File: src/rtl/scale_up.sv
// 2x image upscaler: pulls an IN_W x IN_H raster through ask, emits 2*IN_W x 2*IN_H on out/display.
// Each row is fetched once, interpolated horizontally, then replayed from the line buffer for the odd output row.
module scale_up #(
  parameter int IN_W = 64,
  parameter int IN_H = 64
) (
  input  logic       clk,
  input  logic       reset,
  input  logic [7:0] in,
  output logic [7:0] out,
  output logic       display,
  output logic       ask
);

  localparam int CW = $clog2(IN_W);
  localparam int KW = CW + 1;
  localparam int RW = (IN_H > 1) ? $clog2(IN_H) : 1;

  typedef enum logic [2:0] {IDLE, FETCH, EVEN, ODD, REPEAT, DONE} state_t;

  state_t         state, state_nxt;
  logic [RW-1:0]  r;
  logic [CW-1:0]  c;
  logic [KW-1:0]  k;
  logic [7:0]     cur, nxt, held, pix;
  logic [7:0]     lb [IN_W];
  logic           last_col, last_k, last_row;
  logic [CW-1:0]  rd_idx, rd_idx_p1;

  function automatic logic [7:0] avg(input logic [7:0] a, input logic [7:0] b);
    logic [8:0] s;
    s = {1'b0, a} + {1'b0, b} + 9'd1;
    return s[8:1];
  endfunction

  assign last_col  = (c == CW'(IN_W - 1));
  assign last_k    = (k == KW'(2 * IN_W - 1));
  assign last_row  = (r == RW'(IN_H - 1));
  assign rd_idx    = k[KW-1:1];
  // At the final odd k the right neighbour does not exist; keep the index in range.
  assign rd_idx_p1 = last_k ? rd_idx : rd_idx + CW'(1);

  always_comb begin
    state_nxt = state;
    ask       = 1'b0;
    display   = 1'b0;
    pix       = held;
    case (state)
      IDLE:  state_nxt = FETCH;
      FETCH: begin
        ask       = 1'b1;
        state_nxt = EVEN;
      end
      EVEN: begin
        display   = 1'b1;
        pix       = cur;
        ask       = !last_col;
        state_nxt = ODD;
      end
      ODD: begin
        display   = 1'b1;
        pix       = last_col ? cur : avg(cur, nxt);
        state_nxt = last_col ? REPEAT : EVEN;
      end
      REPEAT: begin
        display = 1'b1;
        if (!k[0])
          pix = lb[rd_idx];
        else if (last_k)
          pix = lb[IN_W-1];
        else
          pix = avg(lb[rd_idx], lb[rd_idx_p1]);
        if (last_k)
          state_nxt = last_row ? DONE : FETCH;
      end
      DONE:    state_nxt = DONE;
      default: state_nxt = IDLE;
    endcase
  end

  assign out = display ? pix : held;

  always_ff @(posedge clk) begin
    if (reset) begin
      state <= IDLE;
      r     <= '0;
      c     <= '0;
      k     <= '0;
      cur   <= '0;
      nxt   <= '0;
      held  <= '0;
    end else begin
      state <= state_nxt;
      if (display)
        held <= pix;
      case (state)
        FETCH: begin
          cur <= in;
          c   <= '0;
        end
        EVEN: if (!last_col) nxt <= in;
        ODD: begin
          cur <= nxt;
          c   <= c + CW'(1);
          if (last_col)
            k <= '0;
        end
        REPEAT: begin
          k <= k + KW'(1);
          if (last_k && !last_row)
            r <= r + RW'(1);
        end
        default: ;
      endcase
    end
  end

  // Line buffer needs no reset: each entry is rewritten before REPEAT reads it.
  always_ff @(posedge clk) begin
    if (!reset) begin
      if (state == FETCH)
        lb[0] <= in;
      else if (state == EVEN && !last_col)
        lb[c + CW'(1)] <= in;
    end
  end

endmodule

File: config.mk
export PLATFORM = sky130hd
export DESIGN_NAME = scale_up
export DESIGN_NICKNAME = d
export VERILOG_FILES = /design/src/rtl/scale_up.sv
export SDC_FILE = /design/constraint.sdc
export NUM_CORES = 1
export LEC_CHECK = 0
export CAP_MARGIN = 0
export CORE_UTILIZATION = 55
export CTS_BUF_LIST = sky130_fd_sc_hd__clkbuf_4
export DETAILED_ROUTE_END_ITERATION = 8
export GPL_ROUTABILITY_DRIVEN = 0
export PLACE_DENSITY = 0.71
export SLEW_MARGIN = 20
export SYNTH_ARGS = -nofsm -noshare
export SYNTH_HDL_FRONTEND = slang
export SYNTH_SLANG_ARGS = --single-unit
export TNS_END_PERCENT = 30
File: constraint.sdc
create_clock -name clk -period 10.9 [get_ports clk]
set_clock_uncertainty 0.05 [all_clocks]
set_input_delay 1.635 -clock clk [delete_from_list [all_inputs] [get_ports clk]]
set_output_delay 1.635 -clock clk [all_outputs]
set_load 0.1 [all_outputs]
==> impl_metrics.py <==
metrics = {
    "status": {
        "status": "complete, no violations",
    },
    "pwr": {
        "p_comb_share_pct": 3.6,
        "p_sw_share_pct": 22.9,
        "clock_power_share_pct": 42.0,
        "p_seq_share_pct": 54.4,
        "peakVddDrop_mv": 0.0801,
        "cellPowerDensity_nw_per_um2": 144,
        "leakage_nw": 9.71,
        "internal_power_mw": 3.36,
        "p_switching_mw": 0.999,
    },
    "critical_path": {
        "critPathRequiredTime_ns": 9.22,
        "path_max_fanout": 31,
        "cp-start-kind": "flip-flop",
        "rr_worst_depth": 19,
        "critPathKind": "flip-flop to output port",
        "regToRegStartpoint": "k[1]",
        "path_buf_inv": 2,
        "critPathMaxStageDelay_ns": 1.13,
        "worstSetupPathDepth": 20,
        "end_kind": "output port",
        "cp_data_arrival_time_ns": 8.26,
        "critPathTopFamily": "compound AO/OA/AOI/OAI gates",
        "r2r-end": "held[5]",
        "worstPathCellList": "ha_1 -> and2_1 -> a21oi_4 -> nor2_4 -> buf_4 -> a221o_1 -> nor2_1 -> a221oi_1 -> mux2i_1 -> mux2_2 -> fa_1 -> nor2b_1 -> o21ai_0 -> a21boi_0 -> o21a_1 -> nor3_1 -> o311ai_0 -> o211ai_2 -> nand2_1 -> clkdlybuf4s50_1",
        "slowest_stage": "clkdlybuf4s50_1",
        "r2r_slack_ns": 4.61,
    },
    "sta": {
        "grt_setup_unrepaired": "false",
        "setup_violations": 0,
        "whs_ns": 0.472,
        "tns_ns": 0,
        "maxSlewViolCount": 0,
        "hold_viol": 0,
        "tightest_slew_ns": 1.18,
        "fin_crit_ns": 9.94,
        "setup_ws_ns": 0.958,
        "min_period_over_period_pct": 91.2,
        "max_clock_freq_mhz": 101,
        "relSlewSlack_pct": 21.2,
    },
    "routing": {
        "dr_wl_met3_um": 9800,
        "drt_iter0_drc": 2386,
        "first_pass_iters": 6,
        "drc_errors": 0,
        "met2WireLength_um": 36300,
        "num_vias": 18138,
        "drtAntennaViolNets": 0,
        "drt-total-wl_um": 79100,
        "met1Wirelength_um": 29700,
        "viasPerCell": 6.98,
        "highest_layer": "met4",
        "wl_per_cell_um": 30.5,
    },
    "final_layout": {
        "layout_common_cells": "512 x edfxtp_1, 221 x mux4_2, 212 x clkbuf_4",
        "drive_gt1_share_pct": 28.0,
        "postLayoutCellArea_sq_um": 30300,
        "layout_commonest_cell": "edfxtp_1",
        "fin_nets": 1859,
        "utilization_pct": 61.5,
        "area_growth_pct": 9.28,
    },
    "clock_tree": {
        "post_cts_resize_count": 0,
        "ctsHoldBuffers": 0,
        "numCtsBuffers": 148,
        "post-cts-setup-buffers": 0,
        "cts_max_level": 4,
        "root_buffer": "clkbuf_4",
        "clk_latency_ns": 1.01,
        "tritoncts": "built",
        "clk_pin_slew_ns": 0.07,
        "numClockSinks": 564,
        "clockBufferDepth": 3,
    },
    "min_path": {
        "min_from": "r[5]",
        "hold_path_class": "flip-flop to flip-flop",
        "worstHoldPathCells": 2,
        "whs_endpoint": "r[5]",
    },
    "synth": {
        "synth-async-reset-ratio_pct": 0,
        "syn_avg_cell_area_sq_um": 15.7,
        "yosysWarnings": 0,
        "ys_seq_area_share_pct": 59.1,
        "syn_nets": 1794,
        "ys.flop_type": "edfxtp_1",
        "synth_edf_count": 512,
        "syn_inst": 1764,
        "ys_types": 74,
        "synth-seq-cells": 564,
        "synth_area_sq_um": 27800,
    },
    "floorplanning": {
        "boundaryPins": 20,
        "start_util_pct": 56.3,
        "fp.dieArea_sq_um": 51400,
        "rows": 81,
        "core_region_area_sq_um": 49400,
        "fp.dieH_um": 227,
        "die_w_um": 227,
    },
    "global_route": {
        "grt_max_degree": 121,
        "antenna_found_initial": 4,
        "grt_pass1_wl_um": 117000,
        "grt_overflow": 0,
        "grt_usage_pct": 32.1,
        "grt_pass1_vias": 18089,
    },
    "placed_design": {
        "post-place-ws_ns": 2.32,
        "placed_area_sq_um": 28500,
        "numPortBuffers": 19,
        "dp_hpwl_um": 48900,
    },
    "run": {
        "cap_violations": 0,
    },
}
metal layers:
layer	GRT usage, %	vias up
met5	1.47	-
met4	15.8	0
li1	-	7512
met3	10.8	211
met1	42.6	9131
met2	47.3	1284
Yosys cell counts (5+ instances only):
master / instances / area [sq um]
and3_1: 7 / 43.8
buf_4: 12 / 90.1
a22oi_1: 8 / 60.1
nand2b_1: 13 / 81.3
mux2_2: 9 / 101
ha_1: 18 / 225
mux2i_1: 140 / 1400
mux4_2: 221 / 4980
o21a_1: 5 / 37.5
xnor2_1: 12 / 105
nor2b_1: 8 / 50.1
a21o_1: 6 / 45.0
o311ai_0: 6 / 52.6
nand3_1: 32 / 160
a221oi_1: 58 / 508
nor4_1: 6 / 37.5
clkbuf_1: 64 / 240
edfxtp_1: 512 / 15400
o21ai_0: 83 / 415
a211oi_1: 11 / 82.6
xor2_1: 9 / 78.8
inv_1: 11 / 41.3
nand4_1: 6 / 37.5
o211ai_1: 11 / 82.6
a31oi_1: 6 / 37.5
nor2_1: 163 / 612
buf_1: 13 / 48.8
a311oi_1: 5 / 43.8
or2_2: 5 / 31.3
buf_2: 43 / 215
nand2_1: 54 / 203
dfxtp_1: 52 / 1040
nor3_1: 11 / 55.1
buf_6: 6 / 67.6
a221o_1: 28 / 280
and2_1: 6 / 37.5
a21oi_1: 34 / 170
o21bai_1: 6 / 45.0
flip-flops by register name, summed over array words and instances (netlist names), named ones only:
register,count
held,8
lb,512
k,7
cur,8
r,6
state,3
c,6
nxt,8
worst reg2reg max path: cells and delay by family, from the launching register on:
kind	cells	cell delay [ns]
buffers and inverters	1	0.50
AND/OR/NAND/NOR	5	1.29
flip-flops	1	0.75
multiplexers	2	0.54
adder cells (fa/ha/maj)	2	0.82
AO/OA/AOI/OAI	9	2.27
cell type report:
cell class                 count  area (sq um)
timing repair buffer          53           445
tap                          664           831
antenna                        5          12.5
clock buffer                 212          1590
fill                        3671         19000
sequential                   564         16400
multi-input combinational   1050         10800
clock inverter                38           230
inverter                      12          45.0
per-stage QoR:
stage,power (mW),instances
after floorplan,2.51,1764
after CTS,4.38,2593
after detailed placement,2.57,2343
after global routing,4.50,2595
after global placement,2.57,2343
final,4.36,2598
cells by family (layout without fill, tap and decap cells):
family          count (synthesis)  after routing  synth area share (%)
other cells                     0              5                     0
compound gates                310            310                  8.03
fa+ha+maj                      20             20                 0.955
simple gates                  329            329                  5.36
mux                           370            370                  23.3
buf+inv                       150            315                  2.55
xor+xnor                       21             21                 0.662
flops                         564            564                  59.1
worst max path at each step:
| stage | slack (ns) | to | from |
|---|---|---|---|
| floorplan | 3.16 | out[3] | k[1] |
| global placement | 2.43 | out[5] | k[1] |
| detailed placement | 2.32 | out[5] | k[1] |
| CTS | 1.18 | out[5] | k[1] |
| global route | 0.70 | out[5] | k[0] |
| finish | 0.96 | out[5] | k[1] |
power groups by stage:
stage	registers (mW)	clock network, mW	logic (mW)
2_1_floorplan	2.42	0	0.0915
3_3_place_gp	2.42	0	0.148
3_5_place_dp	2.42	0	0.152
4_1_cts	2.37	1.86	0.152
5_1_grt	2.37	1.96	0.166
6_report	2.37	1.83	0.155
Power figures use the tool's default switching activity.
